File: src/rtl/fifo_arb_pkg.sv
// Shared types and defaults for the FIFO write-port arbiter.
package fifo_arb_pkg;

    typedef enum logic {
        IDLE  = 1'b0,
        BURST = 1'b1
    } arb_state_e;

    localparam int DEF_NUM_REQ    = 4;
    localparam int DEF_DATA_WIDTH = 8;
    localparam int DEF_MAX_BURST  = 4;

    // Index width that stays legal for a single requester.
    function automatic int idx_w(input int n);
        return (n > 1) ? $clog2(n) : 1;
    endfunction

endpackage

File: src/rtl/fifo_wr_arbiter_if.sv
// Producer/FIFO write-side bundle; slave is the arbiter, master the environment.
interface fifo_wr_arbiter_if
    import fifo_arb_pkg::*;
#(
    parameter int NUM_REQ    = DEF_NUM_REQ,
    parameter int DATA_WIDTH = DEF_DATA_WIDTH
);
    localparam int IDW = idx_w(NUM_REQ);

    logic [NUM_REQ-1:0]            req_valid;
    logic [NUM_REQ*DATA_WIDTH-1:0] req_data;
    logic [NUM_REQ-1:0]            req_ready;
    logic                          fifo_full;
    logic                          fifo_wr;
    logic [DATA_WIDTH-1:0]         fifo_w_data;
    logic                          grant_valid;
    logic [IDW-1:0]                grant_id;

    modport master (
        output req_valid, req_data, fifo_full,
        input  req_ready, fifo_wr, fifo_w_data, grant_valid, grant_id
    );

    modport slave (
        input  req_valid, req_data, fifo_full,
        output req_ready, fifo_wr, fifo_w_data, grant_valid, grant_id
    );

endinterface

File: src/rtl/rr_arbiter.sv
// Combinational rotating-priority select: first requester above last_grant, wrapping.
module rr_arbiter
    import fifo_arb_pkg::*;
#(
    parameter int NUM_REQ = DEF_NUM_REQ,
    parameter int IDW     = idx_w(NUM_REQ)
) (
    input  logic [NUM_REQ-1:0] req_i,
    input  logic [IDW-1:0]     last_grant_i,
    output logic [IDW-1:0]     grant_o,
    output logic               any_o
);

    // Walk offsets from farthest to nearest so the nearest hit is the last write.
    always_comb begin
        grant_o = '0;
        any_o   = 1'b0;
        for (int k = NUM_REQ; k >= 1; k--) begin
            for (int j = 0; j < NUM_REQ; j++) begin
                if (j == (int'(last_grant_i) + k) % NUM_REQ && req_i[j]) begin
                    grant_o = IDW'(j);
                    any_o   = 1'b1;
                end
            end
        end
    end

endmodule

File: src/rtl/fifo_wr_arbiter.sv
// Round-robin burst arbiter sharing one sync FIFO write port among NUM_REQ producers.
module fifo_wr_arbiter
    import fifo_arb_pkg::*;
#(
    parameter int NUM_REQ    = DEF_NUM_REQ,
    parameter int DATA_WIDTH = DEF_DATA_WIDTH,
    parameter int MAX_BURST  = DEF_MAX_BURST
) (
    input  logic              clk,
    input  logic              reset_n,
    fifo_wr_arbiter_if.slave  bus
);

    localparam int IDW  = idx_w(NUM_REQ);
    localparam int CNTW = $clog2(MAX_BURST + 1);

    arb_state_e       state_q, state_d;
    logic [IDW-1:0]   grant_id_q, grant_id_d;
    logic [IDW-1:0]   last_grant_q, last_grant_d;
    logic [CNTW-1:0]  beat_cnt_q, beat_cnt_d;

    logic [IDW-1:0]        sel;
    logic                  sel_any;
    logic                  in_burst;
    logic                  gnt_valid;
    logic                  xfer;
    logic                  last_beat;
    logic [NUM_REQ-1:0]    ready;
    logic [DATA_WIDTH-1:0] w_data;

    rr_arbiter #(.NUM_REQ(NUM_REQ), .IDW(IDW)) u_rr (
        .req_i        (bus.req_valid),
        .last_grant_i (last_grant_q),
        .grant_o      (sel),
        .any_o        (sel_any)
    );

    assign in_burst  = (state_q == BURST);
    assign xfer      = in_burst & gnt_valid & ~bus.fifo_full;
    assign last_beat = (beat_cnt_q == CNTW'(MAX_BURST - 1));

    // Constant-index muxing keeps the selects free of variable part-selects.
    always_comb begin
        gnt_valid = 1'b0;
        ready     = '0;
        w_data    = '0;
        for (int k = 0; k < NUM_REQ; k++) begin
            if (in_burst && grant_id_q == IDW'(k)) begin
                gnt_valid = bus.req_valid[k];
                ready[k]  = ~bus.fifo_full;
                w_data    = bus.req_data[k*DATA_WIDTH +: DATA_WIDTH];
            end
        end
    end

    assign bus.req_ready   = ready;
    assign bus.fifo_wr     = xfer;
    assign bus.fifo_w_data = w_data;
    assign bus.grant_valid = in_burst;
    assign bus.grant_id    = grant_id_q;

    always_comb begin
        state_d      = state_q;
        grant_id_d   = grant_id_q;
        beat_cnt_d   = beat_cnt_q;
        last_grant_d = last_grant_q;
        case (state_q)
            IDLE: begin
                if (sel_any) begin
                    grant_id_d = sel;
                    beat_cnt_d = '0;
                    state_d    = BURST;
                end
            end
            BURST: begin
                // A dropped valid or the final beat ends the grant; stalls just hold.
                if (!gnt_valid || (xfer && last_beat)) begin
                    state_d      = IDLE;
                    last_grant_d = grant_id_q;
                end else if (xfer) begin
                    beat_cnt_d = beat_cnt_q + 1'b1;
                end
            end
            default: state_d = IDLE;
        endcase
    end

    always_ff @(posedge clk or negedge reset_n) begin
        if (!reset_n) begin
            state_q      <= IDLE;
            grant_id_q   <= '0;
            beat_cnt_q   <= '0;
            last_grant_q <= IDW'(NUM_REQ - 1);
        end else begin
            state_q      <= state_d;
            grant_id_q   <= grant_id_d;
            beat_cnt_q   <= beat_cnt_d;
            last_grant_q <= last_grant_d;
        end
    end

endmodule

File: src/flat_wrapper.sv
// flat-port wrapper written by rule: the top's interface ports become plain ports
module fifo_wr_arbiter_flat import fifo_arb_pkg::*;
#(
    parameter int NUM_REQ    = DEF_NUM_REQ,
    parameter int DATA_WIDTH = DEF_DATA_WIDTH,
    parameter int MAX_BURST  = DEF_MAX_BURST
)
  (clk, reset_n, bus_req_valid, bus_req_data, bus_fifo_full, bus_req_ready, bus_fifo_wr, bus_fifo_w_data, bus_grant_valid, bus_grant_id);
  fifo_wr_arbiter_if #(.NUM_REQ(NUM_REQ), .DATA_WIDTH(DATA_WIDTH)) bus_i ();
  input  logic clk;
  input  logic reset_n;
  input wire logic [$bits(bus_i.req_valid)-1:0] bus_req_valid;
  input wire logic [$bits(bus_i.req_data)-1:0] bus_req_data;
  input wire logic [$bits(bus_i.fifo_full)-1:0] bus_fifo_full;
  output wire logic [$bits(bus_i.req_ready)-1:0] bus_req_ready;
  output wire logic [$bits(bus_i.fifo_wr)-1:0] bus_fifo_wr;
  output wire logic [$bits(bus_i.fifo_w_data)-1:0] bus_fifo_w_data;
  output wire logic [$bits(bus_i.grant_valid)-1:0] bus_grant_valid;
  output wire logic [$bits(bus_i.grant_id)-1:0] bus_grant_id;
  assign bus_i.req_valid = bus_req_valid;
  assign bus_i.req_data = bus_req_data;
  assign bus_i.fifo_full = bus_fifo_full;
  assign bus_req_ready = bus_i.req_ready;
  assign bus_fifo_wr = bus_i.fifo_wr;
  assign bus_fifo_w_data = bus_i.fifo_w_data;
  assign bus_grant_valid = bus_i.grant_valid;
  assign bus_grant_id = bus_i.grant_id;
  fifo_wr_arbiter #(.NUM_REQ(NUM_REQ), .DATA_WIDTH(DATA_WIDTH), .MAX_BURST(MAX_BURST)) u_core (.clk(clk), .reset_n(reset_n), .bus(bus_i));
endmodule
File: config.mk
export PLATFORM = sky130hd
export DESIGN_NAME = fifo_wr_arbiter_flat
export DESIGN_NICKNAME = d
export VERILOG_FILES = /design/src/rtl/fifo_arb_pkg.sv /design/src/rtl/fifo_wr_arbiter_if.sv /design/src/rtl/rr_arbiter.sv /design/src/rtl/fifo_wr_arbiter.sv /design/src/flat_wrapper.sv
export SDC_FILE = /design/constraint.sdc
export NUM_CORES = 1
export LEC_CHECK = 0
export ABC_CLOCK_PERIOD_IN_PS = 1700
export BUFFER_PORTS_ARGS = -buffer_cell sky130_fd_sc_hd__buf_2
export CORE_MARGIN = 2
export CORE_UTILIZATION = 41
export CTS_BUF_LIST = sky130_fd_sc_hd__clkbuf_8 sky130_fd_sc_hd__clkbuf_16
export DETAILED_ROUTE_END_ITERATION = 12
export GPL_TIMING_DRIVEN = 1
export PLACE_DENSITY_LB_ADDON = 0.05
export SYNTH_ARGS = -nofsm -noshare
export SYNTH_HDL_FRONTEND = slang
export SYNTH_HIERARCHICAL = 1
export SYNTH_SLANG_ARGS = --single-unit
File: constraint.sdc
create_clock -name clk -period 1.7 [get_ports clk]
set_input_delay 0.085 -clock clk [delete_from_list [all_inputs] [get_ports clk]]
set_output_delay 0.085 -clock clk [all_outputs]
set_load 0.02 [all_outputs]
==> results.txt <==
- HPWL after detailed placement: 1680 um
* CTS tree: done
- Type of the worst min-delay path: in2async
- The clock passes through at most 2 buffers.
- The Yosys step of the flow raised 6 warnings.
- Summed over all cells, the static leakage comes to 0.641 nW.
- After detailed routing, the average wire length per cell comes to 13.9 um.
- After filler insertion, the fill cell instance count of the layout stands at 161.
* Flops & latches, synth: 8
- Reg power frac: 0.171
- Kind of critical path: reg2out
* CTS Sinks: 8
* H-tree depth: 1
- Most common flop cell mapped by yosys: dfrtp_1
* Die area: 2380 um2
- Clock latency reported for the late side of the worst-skew pair: 0.23 ns
* Final Core Density: 0.671
- The flow ran to the end, and the final reports show no timing, DRC or antenna violations.
- CP startpoint kind: flip-flop
- The multi-input combinational cells in the finished layout cover a total of 584 um2.
- After detailed routing, the number of remaining DRC violations is 0.
- Data on the critical path arrives at its endpoint at 1.59 ns.
* Clock root cell: clkbuf_8
* Grt ovf: 0
- Layout-stage area growth over the synthesis result: 57.0%
- Final Slew Violations: 0
* Count of flip-flops with a built-in enable after synthesis: 0
- Part of the power in the clock network: 0.100
* Most common library cell in the layout ignoring fill and taps: buf_2
- Global routing usage summed across all routing layers: 0.190
- Count of final setup violators: 0
- A synthesized cell averages 10.7 um2.
- Inserted Clock Buffers: 3
* Number of standard-cell rows in the floorplan: 16
* Quantity of I/O buffers inserted on ports: 54
- In the synthesized netlist, the number of instances is 77.
* Actual slew at the worst max-slew pin: 0.248 ns
* Summed instance area of the synthesized netlist: 821 um2
- Die extent in y: 48.7 um
- The worst setup path is captured at an output port.
- The initial utilization of the core area, before any placement, comes to 0.427.
- The detailed router placed 854 vias in this run.
- Of the cells placed in the final design, the portion with a size suffix greater than 1 is 0.655.
- Post-route insts no fill: 166
- The detail route stage leaves a number of antenna-violating nets equal to 0.
* Required time of the critical path: 1.62 ns
- Final critical-path share of the clock period: 0.988
* Die extent in x: 48.7 um
* Most frequent cells in the layout: 45 x buf_2, 12 x buf_6, 9 x mux4_2, 8 x and2_4, 7 x inv_1
- Unrepaired setup endpoints after global routing: true
- The worst path needs 1.68 ns of the cycle, external delays included.
- After detailed routing, the total wire length is 2300 um.
- Fin. Hold Viols: 0
* Number of top-level pins: 55
- Entering global routing, the biggest net connects 16 pins.
* Top fanout value on the critical path: 5
- Register Area: 203 um2
- Vias per inst: 5.14
* Worst Skew: 0.00736 ns
- For this design the ratio of total power to cell area is 1800 nW/um2.
- Cell internal power was estimated by the tool at 0.00140 W.
- Count of distinct cell types in the synthesized netlist: 28
- First-pass GRT wire length: 3550 um
- Maximum operating frequency: 595 MHz
- The share of synthesized area in the top cell type comes to 0.183.
- CTS clock-pin slew for the worst setup and hold paths: 0.05 ns
* Reported net switching power: 0.000917 W
* Startpoint of the worst register-to-register path: u_core/bus.grant_id[0]
- Synth Net Count: 118
- Counting tap cells, the placed design contains a total of 158 instances.
- Part of the power in combinational logic: 0.729
* Net count reported at finish: 181
* Max Cap Viol: 0
- Vias in the first global route: 845
* Accumulated negative setup slack: 0 ns
* Cell type with the highest aggregate area in the netlist: dfrtp_1
- The initial antenna violation count was 0.
* Worst Setup SP: u_core/bus.grant_id[0]
- Of all flip-flops after synthesis, the portion carrying an async set or reset was 1.00.
- Ranked by total cell area, the synthesized netlist is headed by dfrtp_1 18%, mux4_1 16%, mux4_2 11%.
- After the first detailed-routing iteration, the DRC count stood at 16.
- IR analysis of the VDD net gives a maximum drop of 0.00106 V.
- Net switching fraction of the power: 0.396
- Before antenna repair, the detailed router went through 4 iterations.
- Sequential area share after synthesis: 0.247
- Headroom to the max-slew limit came out at 0.834.
- Last weighted congestion value of the routability-driven placer: 0.794
* Core Footprint: 1920 um2
* Antenna diodes: 0
## power groups by stage
stage	sequential, W	combinational, W	clock [W]
floorplan	0.000425	0.000899	0
global placement	0.000388	0.00127	0
detailed placement	0.000391	0.00130	0
CTS	0.000390	0.00137	0.000238
global route	0.000409	0.00181	0.000247
finish	0.000396	0.00169	0.000231
## cells in the mapped netlist (2+ instances only)
cell	count
mux4_2	4
o21ai_0	2
nand2_1	5
inv_1	6
and2_1	8
dfrtp_1	6
mux4_1	5
o211ai_1	3
dfstp_2	2
nand2b_1	3
ha_1	2
o21ai_1	3
nor3b_1	3
mux2_2	4
clkbuf_1	2
nor2_1	3
a21oi_1	5
## metal layers
layer  part of all wire  GRT usage  vias up
li1                   -          -      413
met1               0.40      0.208      406
met2               0.52      0.368       33
met3              0.074     0.0401        2
met4             0.0022     0.0429        0
met5                  0          0        -
## per-stage QoR
step	cell area (um2)	setup slack (ns)	hold WS, ns	total power, W
after floorplan	821	0.0483	-0.211	0.00132
after global placement	1130	0.192	-0.0649	0.00166
after detailed placement	1130	0.0994	-0.0632	0.00169
after CTS	1210	0.000278	0.226	0.00200
after global routing	1290	-0.0317	0.256	0.00247
final	1290	0.0207	0.228	0.00231
## what timing repair did
item	in CTS	in global routing
pin swaps	0	8
gates resized for setup	3	34
gates cloned	1	0
hold endpoints to repair	8	0
buffers inserted	2	0
hold buffers	1	0
endpoints found under the setup margin	8	8
## final timing paths
kind / to / slack (ns) / cells after the start
worst max register to register: u_core/beat_cnt_q[0] / 0.07 / 5
worst max-delay path: bus_fifo_w_data[5] / 0.02 / 4
min in group clk: u_core/bus.grant_id[1] / 0.32 / 4
worst min-delay path: u_core/beat_cnt_q[1] / 0.23 / 2
worst min register to register: u_core/beat_cnt_q[0] / 0.50 / 1
max in group asynchronous: u_core/last_grant_q[0] / 1.22 / 2
## final cells by class
class	count	share of cell area
flip-flops and latches	8	0.157
well taps	27	0.0262
clock buffers	3	0.0320
multi-input cells	59	0.453
clock inverters	1	0.00291
inverters	6	0.0175
repair buffers	62	0.311
## logic make-up (layout without fill, tap and decap cells)
group | after synthesis | in the layout | share of synthesized area
compound gates | 16 | 16 | 0.123
flops | 8 | 8 | 0.247
mux | 15 | 15 | 0.355
simple gates | 26 | 26 | 0.188
buf+inv | 10 | 72 | 0.0564
fa+ha+maj | 2 | 2 | 0.0305
## sequential cells by signal (all words and copies together), names as in the netlist
signal	flops
u_core/beat_cnt_q	3
u_core/last_grant_q	2
u_core/bus.grant_id	2
u_core/bus.grant_valid	1
## worst max-delay path: stages (launching register included)
cell,delay (ns)
dfrtp_1,0.41
buf_6,0.16
mux4_2,0.52
and2_4,0.16
buf_6,0.12
No activity file was read; power rests on OpenSTA's default activity.
